File: src/rtl/spi_pkg.sv
// Shared definitions for the SPI shift engine.
//   state_t        : engine FSM states
//   MAX_BYTES      : largest transfer the engine accepts
//   CSR_*          : bit positions of the SPI control/status register fields
//   byte_swap32    : reorders a word so byte 0 sits in the MSBs (serial order)
package spi_pkg;

    typedef enum logic [1:0] {
        IDLE  = 2'd0,
        SHIFT = 2'd1,
        DONE  = 2'd2
    } state_t;

    localparam int MAX_BYTES = 4;

    localparam int CSR_CPOL_BIT                    = 0;
    localparam int CSR_CPHA_BIT                    = 1;
    localparam int CSR_WDATA_VALID_BYTES_LSB       = 4;
    localparam int CSR_WDATA_VALID_BYTES_MSB       = 6;
    localparam int CSR_RDATA_BYTES_VALID_COUNT_LSB = 8;
    localparam int CSR_RDATA_BYTES_VALID_COUNT_MSB = 10;

    function automatic logic [31:0] byte_swap32(input logic [31:0] w);
        return {w[7:0], w[15:8], w[23:16], w[31:24]};
    endfunction

endpackage

File: src/rtl/spi_clk_gen.sv
// SCK divider for the SPI shift engine.
//   clk_i, rst_i  : system clock, synchronous active-high reset
//   enable_i      : run the divider (high only while shifting)
//   cpol_i        : SCK idle level
//   lead_stb_o    : one-cycle pulse; SCK takes its leading edge at this clock edge
//   trail_stb_o   : one-cycle pulse; SCK takes its trailing edge at this clock edge
//   sck_o         : SCK level
module spi_clk_gen #(
    parameter int CLK_DIV = 4
) (
    input  logic clk_i,
    input  logic rst_i,
    input  logic enable_i,
    input  logic cpol_i,
    output logic lead_stb_o,
    output logic trail_stb_o,
    output logic sck_o
);

    localparam int CNT_W = $clog2(CLK_DIV + 1);
    localparam logic [CNT_W-1:0] DIV_LOAD = CNT_W'(CLK_DIV);

    logic [CNT_W-1:0] div_cnt_q, div_cnt_d;
    logic             phase_q, phase_d;   // 1 while SCK is at its active level
    logic             tc;

    assign tc = enable_i && (div_cnt_q == CNT_W'(1));

    always_comb begin
        div_cnt_d = div_cnt_q;
        phase_d   = phase_q;
        if (!enable_i) begin
            div_cnt_d = DIV_LOAD;
            phase_d   = 1'b0;
        end else if (tc) begin
            div_cnt_d = DIV_LOAD;
            phase_d   = ~phase_q;
        end else begin
            div_cnt_d = div_cnt_q - CNT_W'(1);
        end
    end

    always_ff @(posedge clk_i) begin
        if (rst_i) begin
            div_cnt_q <= DIV_LOAD;
            phase_q   <= 1'b0;
        end else begin
            div_cnt_q <= div_cnt_d;
            phase_q   <= phase_d;
        end
    end

    assign lead_stb_o  = tc & ~phase_q;
    assign trail_stb_o = tc &  phase_q;
    assign sck_o       = cpol_i ^ phase_q;

endmodule

File: src/rtl/spi_shift_engine.sv
// Bit-level SPI shift engine: serialises 1..4 bytes of tx_data_i onto MOSI
// (byte 0 first, MSB first) and captures MISO into rx_data_o.
//   clk_i, rst_i       : system clock, synchronous active-high reset
//   start_i            : transfer request (honoured only in IDLE)
//   cpol_i, cpha_i     : SPI mode, latched at accepted start
//   tx_data_i          : write word, latched at accepted start
//   tx_bytes_i         : byte count 1..4; other values ignore the start
//   clear_rx_i         : zero rx_bytes_valid_o
//   busy_o, done_o     : in-transfer flag, one-cycle completion pulse
//   rx_data_o          : received bytes, byte k in bits [8k+7:8k]
//   rx_bytes_valid_o   : bytes captured since last start/clear
//   spi_clk_o, spi_mosi_o, spi_miso_i : SPI pins
//
// state | meaning
// IDLE  | waiting for a valid start; MOSI low, SCK at latched CPOL
// SHIFT | 16*N SCK edges being generated, data shifted/sampled
// DONE  | single cycle, done_o asserted
module spi_shift_engine
    import spi_pkg::*;
#(
    parameter int CLK_DIV = 4
) (
    input  logic        clk_i,
    input  logic        rst_i,
    input  logic        start_i,
    input  logic        cpol_i,
    input  logic        cpha_i,
    input  logic [31:0] tx_data_i,
    input  logic [2:0]  tx_bytes_i,
    input  logic        clear_rx_i,
    output logic        busy_o,
    output logic        done_o,
    output logic [31:0] rx_data_o,
    output logic [2:0]  rx_bytes_valid_o,
    output logic        spi_clk_o,
    output logic        spi_mosi_o,
    input  logic        spi_miso_i
);

    state_t      state_q, state_d;
    logic        cpol_q, cpol_d;
    logic        cpha_q, cpha_d;
    logic [31:0] tx_sr_q, tx_sr_d;
    logic        mosi_q, mosi_d;
    logic [6:0]  edge_cnt_q, edge_cnt_d;   // SCK edges still to generate
    logic [6:0]  rx_byte_q, rx_byte_d;     // first seven bits of the byte in flight
    logic [2:0]  rx_bit_q, rx_bit_d;
    logic [1:0]  rx_idx_q, rx_idx_d;       // not touched by clear_rx_i
    logic [31:0] rx_data_q, rx_data_d;
    logic [2:0]  rx_cnt_q, rx_cnt_d;

    logic lead_stb, trail_stb;
    logic sample_stb, shift_stb;
    logic accept, byte_done;
    logic [31:0] tx_serial;

    spi_clk_gen #(.CLK_DIV(CLK_DIV)) u_clk_gen (
        .clk_i       (clk_i),
        .rst_i       (rst_i),
        .enable_i    (state_q == SHIFT),
        .cpol_i      (cpol_q),
        .lead_stb_o  (lead_stb),
        .trail_stb_o (trail_stb),
        .sck_o       (spi_clk_o)
    );

    assign sample_stb = cpha_q ? trail_stb : lead_stb;
    assign shift_stb  = cpha_q ? lead_stb  : trail_stb;
    assign tx_serial  = byte_swap32(tx_data_i);

    always_comb begin
        state_d    = state_q;
        cpol_d     = cpol_q;
        cpha_d     = cpha_q;
        tx_sr_d    = tx_sr_q;
        mosi_d     = mosi_q;
        edge_cnt_d = edge_cnt_q;
        rx_byte_d  = rx_byte_q;
        rx_bit_d   = rx_bit_q;
        rx_idx_d   = rx_idx_q;
        rx_data_d  = rx_data_q;
        accept     = 1'b0;
        byte_done  = 1'b0;

        case (state_q)
            IDLE: begin
                if (start_i && tx_bytes_i != 3'd0 && tx_bytes_i <= 3'(MAX_BYTES)) begin
                    accept     = 1'b1;
                    state_d    = SHIFT;
                    cpol_d     = cpol_i;
                    cpha_d     = cpha_i;
                    edge_cnt_d = {tx_bytes_i, 4'b0000};
                    rx_byte_d  = '0;
                    rx_bit_d   = '0;
                    rx_idx_d   = '0;
                    rx_data_d  = '0;
                    // CPHA=0 must present the first bit before the first edge;
                    // CPHA=1 puts it out on the first (leading) edge instead.
                    if (!cpha_i) begin
                        mosi_d  = tx_serial[31];
                        tx_sr_d = tx_serial << 1;
                    end else begin
                        mosi_d  = 1'b0;
                        tx_sr_d = tx_serial;
                    end
                end
            end
            SHIFT: begin
                if (lead_stb || trail_stb) begin
                    edge_cnt_d = edge_cnt_q - 7'd1;
                    if (edge_cnt_q == 7'd1) begin
                        state_d = DONE;
                    end
                end
                if (shift_stb) begin
                    mosi_d  = tx_sr_q[31];
                    tx_sr_d = tx_sr_q << 1;
                end
                if (sample_stb) begin
                    rx_byte_d = {rx_byte_q[5:0], spi_miso_i};
                    rx_bit_d  = rx_bit_q + 3'd1;
                    if (rx_bit_q == 3'd7) begin
                        byte_done = 1'b1;
                        rx_data_d[{rx_idx_q, 3'b000} +: 8] = {rx_byte_q, spi_miso_i};
                        rx_idx_d  = rx_idx_q + 2'd1;
                    end
                end
            end
            DONE: begin
                state_d = IDLE;
                mosi_d  = 1'b0;
            end
            default: begin
                state_d = IDLE;
                mosi_d  = 1'b0;
            end
        endcase

        // A clear landing on a byte completion keeps that byte counted.
        rx_cnt_d = rx_cnt_q;
        if (accept) begin
            rx_cnt_d = '0;
        end else if (clear_rx_i) begin
            rx_cnt_d = byte_done ? 3'd1 : 3'd0;
        end else if (byte_done) begin
            rx_cnt_d = rx_cnt_q + 3'd1;
        end
    end

    always_ff @(posedge clk_i) begin
        if (rst_i) begin
            state_q    <= IDLE;
            cpol_q     <= 1'b0;
            cpha_q     <= 1'b0;
            tx_sr_q    <= '0;
            mosi_q     <= 1'b0;
            edge_cnt_q <= '0;
            rx_byte_q  <= '0;
            rx_bit_q   <= '0;
            rx_idx_q   <= '0;
            rx_data_q  <= '0;
            rx_cnt_q   <= '0;
        end else begin
            state_q    <= state_d;
            cpol_q     <= cpol_d;
            cpha_q     <= cpha_d;
            tx_sr_q    <= tx_sr_d;
            mosi_q     <= mosi_d;
            edge_cnt_q <= edge_cnt_d;
            rx_byte_q  <= rx_byte_d;
            rx_bit_q   <= rx_bit_d;
            rx_idx_q   <= rx_idx_d;
            rx_data_q  <= rx_data_d;
            rx_cnt_q   <= rx_cnt_d;
        end
    end

    assign busy_o           = (state_q == SHIFT);
    assign done_o           = (state_q == DONE);
    assign rx_data_o        = rx_data_q;
    assign rx_bytes_valid_o = rx_cnt_q;
    assign spi_mosi_o       = (state_q == SHIFT) & mosi_q;

endmodule

File: config.mk
export PLATFORM = sky130hd
export DESIGN_NAME = spi_shift_engine
export DESIGN_NICKNAME = d
export VERILOG_FILES = /design/src/rtl/spi_pkg.sv /design/src/rtl/spi_clk_gen.sv /design/src/rtl/spi_shift_engine.sv
export SDC_FILE = /design/constraint.sdc
export NUM_CORES = 1
export LEC_CHECK = 0
export CORE_ASPECT_RATIO = 1.5
export CORE_UTILIZATION = 58
export DETAILED_ROUTE_END_ITERATION = 8
export PLACE_DENSITY = 0.86
export SYNTH_ARGS = -nofsm -noshare
export SYNTH_HDL_FRONTEND = slang
export SYNTH_SLANG_ARGS = --single-unit
export TNS_END_PERCENT = 20
File: constraint.sdc
create_clock -name clk_i -period 5.8 [get_ports clk_i]
set_clock_uncertainty 0.15 [all_clocks]
set_input_delay 1.45 -clock clk_i [delete_from_list [all_inputs] [get_ports clk_i]]
set_output_delay 1.45 -clock clk_i [all_outputs]
set_load 0.02 [all_outputs]
==> summary.txt <==
DR iter-0 viols - 349
top post-synthesis cells by count - 95 x dfxtp_1, 50 x a21oi_1, 48 x mux2i_1, 48 x nand3_1, 43 x nor2_1
Mapped Area - 4880 µm²
total power - 1420 µW
fmax - 283 MHz
H-tree depth - 3
initial antenna violation count - 0
top layer reached by signal wires - met4
Tmin final - 3.53 ns
crit path launch type - flip-flop
IO Port Bufs - 80
Cell Pwr Density - 241 nW/µm²
register area share after synthesis - 38.9%
Post-CTS Hold Buffers - 0
wire length on met2 - 5650 µm
HPWL after DPL - 7210 µm
routed wire length on met3 - 452 µm
row count - 40
leakage - 0.00213 µW
Vias/cell - 6.16
fillers - 660
nets@finish - 645
Ys Warns - 0
first-pass GRT wire length - 18,200 µm
status - completed
CP Capture Type - output port
pin count of the biggest net entering global routing - 72
Worst Hold Depth - 1
reg-to-reg critical path startpoint - state_q[0]
DR pass1 iterations - 5
Netlist cell types - 50
Synth top area share - 38.9%
vias in the first global route - 3,961
final design utilization - 72.5%
Max clock buf depth - 2
final WL - 10,900 µm
TritonCTS Buffers - 9
Most used DFF post-synth - dfxtp_1
Worst R2R Path Depth - 4
hold endpoint - u_clk_gen.div_cnt_q[0]
die area - 8800 µm²
top-count cell post-synth - dfxtp_1
Routability Congestion - 0.808
cts repair resizes - 0
growth of design area from synthesis to finish - 20.3%
total grt overflow - 0
flop2flop setup slack - 3.35 ns
final hold violations - 0
#FFs+latches synth - 95
TritonCTS Sinks - 95
share of layout cells above drive strength 1 - 5.19%
routed metal-1 wirelength - 4480 µm
EDFF count, synth - 0
GR Util All Layers - 25.6%
TritonCTS clock tree - built
ys async rst share - 0%
Die Span Y - 114 µm
Clk Latency, worst-skew pair - 0.34 ns
Antenna Cells - 0
worst ir drop on vdd - 0.182 mV
clock root buffer - clkbuf_16
Multi-input gate area - 2720 µm²
hold path startpoint - u_clk_gen.div_cnt_q[0]
WS Path Type - reg -> out
wire per inst - 15.5 µm
FF+latch area - 1900 µm²
TNS Setup - 0 ns
Area contributors post-synth - dfxtp_1 39%, mux2i_1 9.8%, a221o_1 6.4%
worst slack on hold paths - 0.301 ns
Post-Syn Instances - 545
Final ANT Viol Nets - 0
Post-Syn Area per Cell - 8.96 µm²
syn nets - 598
dominant cell type by area after synthesis - dfxtp_1
CORE AREA - 8110 µm²
endpoints failing setup - 0
setup bufs post-CTS - 0
worst-path fanout max - 11
Slew Limit Fails - 0
worst hold path class - reg -> reg
RSZ-0062 raised after global routing - no
Initial Util - 60.2%
Worst-Margin Slew - 0.936 ns
clock slew seen by the registers of the worst setup and hold paths - 0.06 ns
die width - 76.9 µm
Via Count - 4,322
Critical R2R Capture - tx_sr_q[26]
# DRC - 0
Ports - 81
Max-slew headroom - 37.6%
period utilization - 60.8%
WP data arrival - 1.93 ns
Max Cap Viol - 0
Critical Path RT - 4.20 ns
-- worst max-delay path by stage --
stage / start / end / slack (ns) / cells after the start
3_3_place_gp: tx_bytes_i[0] / tx_sr_q[30] / 2.26 / 6
5_1_grt: state_q[0] / spi_mosi_o / 2.18 / 4
4_1_cts: state_q[0] / spi_mosi_o / 2.29 / 4
2_1_floorplan: tx_bytes_i[0] / rx_data_o[18] / 2.85 / 5
3_5_place_dp: tx_bytes_i[0] / tx_sr_q[1] / 2.20 / 6
6_report: state_q[0] / spi_mosi_o / 2.27 / 4
-- logic make-up after synthesis --
| kind of cell | share of synthesized area [%] |
|---|---|
| and+or+nand+nor | 24.3 |
| DFF | 38.9 |
| buffers and inverters | 5.51 |
| muxes | 9.84 |
| AOI/OAI and AO/OA | 16.8 |
| adders and majority gates | 2.82 |
| xor gates and xnor gates | 1.74 |
-- placed cells by master (no fill, tap or decap), types with 2 or more instances in the layout --
cell type,count
o31ai_2,2
o311ai_0,2
and2_1,2
nor4_1,5
o31ai_1,14
mux2i_1,48
clkdlybuf4s50_1,78
buf_4,4
nand4b_1,9
xor2_1,3
clkbuf_16,9
or3_1,4
inv_1,7
nor3_1,7
dfxtp_1,95
nand2b_1,25
nor3b_1,2
nand4_1,5
clkinvlp_4,2
ha_1,11
a21oi_4,2
xnor2_1,3
a21oi_1,50
nand3_1,48
nor2_1,43
clkbuf_8,2
or4b_1,8
and4_1,2
a31oi_1,4
clkbuf_1,3
buf_2,2
nand2_1,36
nor2b_1,10
a221o_1,31
-- metrics by stage --
step | setup slack (ns) | cells | area (µm²)
final | 2.27 | 702 | 5880
after global routing | 2.18 | 702 | 5880
after global placement | 2.26 | 686 | 5600
after CTS | 2.29 | 702 | 5880
after floorplan | 2.85 | 545 | 4880
after detailed placement | 2.20 | 686 | 5600
-- layer usage --
metal / up-vias / global-route usage (%)
li1: 2088 / -
met1: 2066 / 29.6
met2: 139 / 45.4
met3: 29 / 4.14
met4: 0 / 12.7
met5: - / 0
-- state kept, by name, summed over array words and instances, names as in the netlist --
name                 count
rx_idx_q                 2
tx_sr_q                 32
rx_data_o               32
rx_bit_q                 3
edge_cnt_q               7
cpha_q                   1
rx_byte_q                7
u_clk_gen.phase_q        1
rx_bytes_valid_o         3
mosi_q                   1
u_clk_gen.div_cnt_q      3
cpol_q                   1
state_q                  2
-- worst max-delay path, cell delays in order (launching register included) --
cell             delay [ns]
dfxtp_1                0.57
nand2b_2               0.10
inv_1                  0.14
and2_1                 0.17
clkdlybuf4s50_1        0.61
-- power by group --
part | leakage [µW] | total (µW) | switching (µW) | internal [µW]
registers | 0.000770 | 685 | 12.9 | 672
logic | 0.00123 | 174 | 95.0 | 79.4
clock network | 0.000129 | 557 | 242 | 315
-- cell type report --
cell class / instances / share of cell area [%]
Clock buffer: 14 / 4.49
Clock inverter: 2 / 0.256
Inverter: 7 / 0.447
Multi-Input combinational cell: 395 / 46.2
Sequential cell: 95 / 32.4
Tap cell: 105 / 2.24
Timing Repair Buffer: 84 / 14.0
(Power assumes the default switching activity.)
